**src/rtl/cpu_control_unit.sv**
```systemverilog
// Multi-cycle control unit for a 4-register, 4-bit datapath.
// Sequences IDLE -> DECODE -> EXEC -> WB per instruction and drives an external register file.
module cpu_control_unit (
    input  logic       clk,
    input  logic       rst_n,
    input  logic       instr_valid,
    input  logic [9:0] instr,
    output logic       instr_ready,
    output logic [1:0] reg_rd_addr1,
    output logic [1:0] reg_rd_addr2,
    input  logic [3:0] reg_rd_data1,
    input  logic [3:0] reg_rd_data2,
    output logic       reg_we,
    output logic [1:0] reg_wr_addr,
    output logic [3:0] reg_wr_data,
    output logic       flag_zero,
    output logic       flag_carry,
    output logic       done,
    output logic       halted
);
    typedef enum logic [2:0] {
        S_IDLE, S_DECODE, S_EXEC, S_WB, S_HALT
    } state_t;

    localparam logic [2:0] OP_NOP  = 3'b000;
    localparam logic [2:0] OP_ADD  = 3'b001;
    localparam logic [2:0] OP_SUB  = 3'b010;
    localparam logic [2:0] OP_AND  = 3'b011;
    localparam logic [2:0] OP_OR   = 3'b100;
    localparam logic [2:0] OP_XOR  = 3'b101;
    localparam logic [2:0] OP_LDI  = 3'b110;
    localparam logic [2:0] OP_HALT = 3'b111;

    state_t     state_q, state_d;
    logic [2:0] op_q;
    logic [1:0] rd_q;
    logic [3:0] imm_q;
    logic [1:0] rd_addr1_q, rd_addr2_q;
    logic [3:0] a_q, b_q, r_q;
    logic       zero_q, carry_q;
    logic [3:0] alu_r;
    logic       alu_c;
    logic       accept;
    logic       unused_instr_bit;

    assign unused_instr_bit = instr[0];
    assign accept = (state_q == S_IDLE) && instr_valid;

    always_comb begin
        state_d = state_q;
        alu_r   = 4'h0;
        alu_c   = 1'b0;
        case (op_q)
            OP_ADD:  {alu_c, alu_r} = {1'b0, a_q} + {1'b0, b_q};
            OP_SUB: begin
                alu_r = a_q - b_q;
                alu_c = (a_q < b_q);
            end
            OP_AND:  alu_r = a_q & b_q;
            OP_OR:   alu_r = a_q | b_q;
            OP_XOR:  alu_r = a_q ^ b_q;
            OP_LDI:  alu_r = imm_q;
            default: alu_r = 4'h0;
        endcase
        case (state_q)
            S_IDLE:   if (instr_valid) state_d = S_DECODE;
            S_DECODE: state_d = S_EXEC;
            S_EXEC: begin
                if (op_q == OP_NOP)       state_d = S_IDLE;
                else if (op_q == OP_HALT) state_d = S_HALT;
                else                      state_d = S_WB;
            end
            S_WB:     state_d = S_IDLE;
            S_HALT:   state_d = S_HALT;
            default:  state_d = S_IDLE;
        endcase
    end

    // Read addresses are loaded on acceptance, so they change only as DECODE begins.
    always_ff @(posedge clk or negedge rst_n) begin
        if (!rst_n) begin
            state_q    <= S_IDLE;
            op_q       <= OP_NOP;
            rd_q       <= 2'd0;
            imm_q      <= 4'h0;
            rd_addr1_q <= 2'd0;
            rd_addr2_q <= 2'd0;
            a_q        <= 4'h0;
            b_q        <= 4'h0;
            r_q        <= 4'h0;
            zero_q     <= 1'b0;
            carry_q    <= 1'b0;
        end else begin
            state_q <= state_d;
            if (accept) begin
                op_q       <= instr[9:7];
                rd_q       <= instr[6:5];
                imm_q      <= instr[4:1];
                rd_addr1_q <= instr[4:3];
                rd_addr2_q <= instr[2:1];
            end
            if (state_q == S_DECODE) begin
                a_q <= reg_rd_data1;
                b_q <= reg_rd_data2;
            end
            if (state_q == S_EXEC && op_q != OP_NOP && op_q != OP_HALT) begin
                r_q    <= alu_r;
                zero_q <= (alu_r == 4'h0);
                if (op_q != OP_LDI) carry_q <= alu_c;
            end
        end
    end

    assign instr_ready  = (state_q == S_IDLE);
    assign reg_rd_addr1 = rd_addr1_q;
    assign reg_rd_addr2 = rd_addr2_q;
    assign reg_we       = (state_q == S_WB);
    assign reg_wr_addr  = (state_q == S_WB) ? rd_q : 2'd0;
    assign reg_wr_data  = (state_q == S_WB) ? r_q : 4'h0;
    assign flag_zero    = zero_q;
    assign flag_carry   = carry_q;
    assign done         = (state_q == S_WB) ||
                          ((state_q == S_EXEC) && (op_q == OP_NOP || op_q == OP_HALT));
    assign halted       = (state_q == S_HALT);
endmodule

```
**config.mk**
```make
export PLATFORM = sky130hd
export DESIGN_NAME = cpu_control_unit
export DESIGN_NICKNAME = d
export VERILOG_FILES = /design/src/rtl/cpu_control_unit.sv
export SDC_FILE = /design/constraint.sdc
export NUM_CORES = 1
export LEC_CHECK = 0
export BUFFER_PORTS_ARGS = -buffer_cell sky130_fd_sc_hd__buf_2
export CORE_MARGIN = 2
export CORE_UTILIZATION = 45
export DETAILED_ROUTE_END_ITERATION = 12
export PLACE_DENSITY = 0.66
export SLEW_MARGIN = 15
export SYNTH_ARGS = -nofsm -noshare
export SYNTH_HDL_FRONTEND = slang
export SYNTH_SLANG_ARGS = --single-unit
```
**constraint.sdc**
```tcl
create_clock -name clk -period 2.6 [get_ports clk]
set_input_delay 0.26 -clock clk [delete_from_list [all_inputs] [get_ports clk]]
set_output_delay 0.26 -clock clk [all_outputs]
set_load 0.1 [all_outputs]
```
# ---- Yosys cells after proc, flatten, opt, wreduce, memory -nomap -nowiden
# Index checks and enable logic that the tools add are counted.
dict set report word_totals {
  ff_bits 30
  latchBits 0
  mem_bits_rw 0
  mem_bits_ro 0
  in_bits 21
  out_inout_bits 16
  elab_cells 50
  mem_count 0
}
dict set report classes {
  n_addsub 2
  mul 0
  div_mod_pow 0
  magnitude_cmp 1
  eq_ne 14
  shifts 0
  n_mux 8
  bitwise_logic 3
  n_reduce_logical 11
}
# operator count
set op_table {}
lappend op_table {{$pmux W4 S6} 1}
lappend op_table {{$eq A3 B3 Y1 const B} 5}
lappend op_table {{$eq A3 B2 Y1 const B} 4}
lappend op_table {{$pmux W3 S4} 1}
lappend op_table {{$mux W3} 3}
lappend op_table {{$eq A3 B1 Y1 const B} 2}
lappend op_table {{$logic_not A3 Y1} 2}
lappend op_table {{$ne A3 B3 Y1 const B} 2}
lappend op_table {{$add A4 B4 Y5} 1}
lappend op_table {{$and A4 B4 Y4} 1}
lappend op_table {{$logic_and A1 B1 Y1} 4}
lappend op_table {{$logic_not A4 Y1} 1}
lappend op_table {{$lt A4 B4 Y1} 1}
lappend op_table {{$mux W4} 1}
lappend op_table {{$or A4 B4 Y4} 1}
lappend op_table {{$sub A4 B4 Y4} 1}
lappend op_table {{$xor A4 B4 Y4} 1}
lappend op_table {{$reduce_bool A3 Y1} 1}
lappend op_table {{$logic_or A1 B1 Y1} 2}
lappend op_table {{$mux W2} 1}
lappend op_table {{$ne A2 B2 Y1 const B} 1}
lappend op_table {{$pmux W1 S2} 1}
lappend op_table {{$reduce_and A2 Y1} 1}

# ---- Logic depth before layout (Yosys ltp)
dict set report depth {
  ltp_word 4
  ltp_mapped 8
  ltp_nobuf 8
}

# ---- Worst setup path after synthesis
# OpenSTA, ideal clock, no wires.
dict set report synth_path {
  kind {flip-flop to flip-flop}
  startpoint {register state_q[1]}
  endpoint {register imm_q[0]}
  setup_time_ps 126
  arrival_ps 3422
  required_ps 2474
  setup_slack_ps -948
  stages_incl_launch_ff 6
  n_path_buf 2
  path_cell_list {dfrtp_1 buf_2 nor3_1 and2_1 buf_2 mux2_2}
}
dict set report synth_between {
  elab_chain_cells 2
}
# item line
set synth_lines {}
lappend synth_lines {{from (decl)} 34} ;# state_t state_q, state_d;
lappend synth_lines {{from (signal assigned)} 94} ;# state_q <= state_d;
lappend synth_lines {{$logic_not A3 Y1} n/a}
lappend synth_lines {{named net instr_ready} 8} ;# output logic instr_ready,
lappend synth_lines {{$logic_and A1 B1 Y1} 47} ;# assign accept = (state_q == S_IDLE) && instr_valid;
lappend synth_lines {{to (signal assigned)} 98} ;# imm_q <= instr[4:1];
lappend synth_lines {{to (decl)} 37} ;# logic [3:0] imm_q;
# The timed path passes the listed nets, and every way through them passes these cells.
# A chain may end at the register's enable or synchronous reset.

# ---- Final worst setup path
dict set report layout_path {
  startpoint {register a_q[0]}
  endpoint {register zero_q (netlist: flag_zero)}
}
dict set report layout_between {
  elab_chain_cells 3
  elab_cells_between_ends 7
  cone_classes {add/sub (2); mux (1); bitwise (3); reduce/logical (1)}
}
# item line
set layout_lines {}
lappend layout_lines {{from (decl)} 39} ;# logic [3:0] a_q, b_q, r_q;
lappend layout_lines {{from (signal assigned)} 103} ;# a_q <= reg_rd_data1;
lappend layout_lines {{$sub A4 B4 Y4 (tied with other cells)} 56} ;# alu_r = a_q - b_q;
lappend layout_lines {{$pmux W4 S6 *} 53} ;# case (op_q)
lappend layout_lines {{$logic_not A4 Y1 *} 108} ;# zero_q <= (alu_r == 4'h0);
lappend layout_lines {{to (signal assigned)} 108}
lappend layout_lines {{to (decl)} 40} ;# logic zero_q, carry_q;
# Mark *: on every way between the ends. The rest lies on a longest branch, timed or not.

==> impl_metrics.csv <==
group,metric,value,unit
finish,fin_nets,236,
synthesis,syn_area,0.00165,mm2
synthesis,synth_edf_count,0,
synthesis,synthDistinctLibCells,43,
clock_tree,numCtsBuffers,3,
synthesis,async_flop_share,1.00,
global_route,grt_use_total,0.172,
global_route,grt_max_degree,27,
placed_design,gp_congestion,0.811,
routing,vias,1297,
global_route,antenna_found_initial,0,
synthesis,avgSynthCellArea,9.91,um2
clock_tree,cts_setup_buffers,0,
placed_design,hpwl,2490,um
routing,post_drt_wl_per_cell,13.4,um
timing,clock_skew,0.00901,ns
clock_tree,htree_levels,1,
timing,setup_viol,0,
finish,area_delta_synth_final,15.6,%
clock_tree,cts_resized,0,
outcome,status,"finished, final reports clean",
setup_path,path_class,"reg2reg",
clock_tree,clock_latency,0.32,ns
setup_path,cp.required,2.83,ns
timing,period_share,0.851,
setup_path,cp.arrival,2.45,ns
timing,rsz0062_at_grt,"false",
synthesis,yosysSeqAreaShare,0.395,
clock_tree,cts.clk_slew.worst_paths,0.14,ns
clock_tree,clock_path_buffers,2,
finish,fillers,334,
setup_path,path_max_fanout,3,
timing,drv_slew,0,
finish,multiInputGateArea,908,um2
floorplanning,die_y,64.5,um
setup_path,r2r_cells,8,
floorplanning,die_x,64.5,um
clock_tree,tritoncts,"built",
finish,final_common_cell,"buf_2",
clock_tree,clockRootBuffer,"clkbuf_4",
finish,mostFrequentLayoutCells,"buf_2 (35), dfrtp_1 (26), inv_1 (15)",
floorplanning,num_rows,21,
synthesis,yosys.area.top_type,"dfrtp_1",
synthesis,synth_nets,201,
synthesis,netlist_instances,166,
timing,fin_setup_tns,0,ns
floorplanning,ios,37,
routing,wl,3290,um
synthesis,yosys_warnings,0,
floorplanning,start_util,0.482,
timing,relSlewSlack,0.605,
placed_design,numPortBuffers,35,
timing,whs,0.128,ns
synthesis,synth.top_cell.area_share,0.395,
synthesis,ys.flop_type,"dfrtp_1",
synthesis,yosys-top-cells-area,"dfrtp_1 (40%), ha_1 (9.1%), mux2_2 (8.2%)",
floorplanning,core_area,0.00342,mm2
routing,drc_errors,0,
global_route,grt_first_pass_wirelength,5590,um
finish,seq_area,651,um2
routing,ant_nets,0,
finish,diodes,0,
global_route,grt_pass1_vias,1281,
synthesis,synth_seq_cells,26,
finish,drive_gt1_frac,0.290,
routing,viasPerCell,5.27,
worst_hold_path,hold_depth,3,
timing,tightest_slew,0.593,ns
worst_hold_path,hp-class,"in2reg",
floorplanning,dieArea,0.00416,mm2
routing,first_pass_iters,4,
global_route,overflow,0,
timing,hold_viol,0,
setup_path,start_kind,"flip-flop",
routing,dr.first_iter.drc_count,43,
clock_tree,numClockSinks,26,
timing,post-route-min-period,2.21,ns
setup_path,endpoint_kind,"flip-flop",
flow_run,maxCapViolCount,0,
clock_tree,ctsHoldBuffers,1,
timing,max_freq,452,MHz
cell families after synthesis:
| logic type | share of synthesized area |
|---|---|
| simple gates | 0.170 |
| compound gates | 0.148 |
| flops | 0.395 |
| buf+inv | 0.0593 |
| mux | 0.101 |
| fa+ha+maj | 0.116 |
| xor+xnor | 0.0106 |
critical path: stages, from the launching register on:
cell and delay, ns:
dfrtp_1 0.41, inv_1 0.10, ha_1 0.17, inv_1 0.05, fa_1 0.43, mux2_1 0.29
a211oi_1 0.23, a21oi_1 0.09, o41ai_2 0.35
layout make-up:
class,count,share of cell area
clock buffer,4,0.0191
inverter,15,0.0296
multi-input combinational,118,0.478
sequential,26,0.342
tap,46,0.0303
timing repair buffer,37,0.101
cells in the mapped netlist (2+ instances only):
| master | n |
|---|---|
| a21oi_1 | 7 |
| fa_1 | 2 |
| ha_1 | 12 |
| nand2_1 | 14 |
| nor3b_1 | 3 |
| o211ai_1 | 2 |
| inv_1 | 15 |
| buf_2 | 3 |
| dfrtp_1 | 26 |
| mux2_2 | 12 |
| nor3_1 | 5 |
| o21ai_1 | 4 |
| nor2b_1 | 8 |
| mux2i_1 | 2 |
| o21a_1 | 2 |
| and3_1 | 7 |
| nor2_1 | 2 |
| clkbuf_1 | 2 |
| and2_1 | 2 |
| a211o_1 | 2 |
| o21ai_0 | 12 |
registers in the layout, indices dropped and copies added (netlist names):
register / flops
a_q: 4
b_q: 4
flag_carry: 1
flag_zero: 1
imm_q: 4
op_q: 3
r_q: 4
rd_q: 2
state_q: 3
metrics by stage:
stage,cell area [um2],std cells,setup slack (ns),util
floorplan,1660,166,0.346,-
global route,1900,246,0.242,0.557
global placement,1860,241,0.456,0.543
CTS,1900,246,0.357,0.557
detailed placement,1860,241,0.383,0.543
finish,1900,246,0.387,0.557
per-layer routing:
metal	vias up	wire length, um	track usage
li1	640	-	-
met1	621	1430	0.205
met2	34	1680	0.314
met3	2	162	0.0260
met4	0	21	0.0612
met5	-	0	0
worst paths after layout:
| check | from | end | slack [ns] |
|---|---|---|---|
| setup reg to reg | a_q[0] | flag_zero | 0.39 |
| hold / removal | reg_rd_data2[0] | b_q[0] | 0.13 |
| hold reg to reg | flag_zero | flag_zero | 0.51 |
| max in group asynchronous | rst_n | a_q[3] | 1.76 |
| min in group asynchronous | rst_n | r_q[3] | 0.45 |
| setup / recovery | a_q[0] | flag_zero | 0.39 |
Power is not shown: default switching activity piles up to over one toggle a cycle in this logic, so the estimate is an artifact.
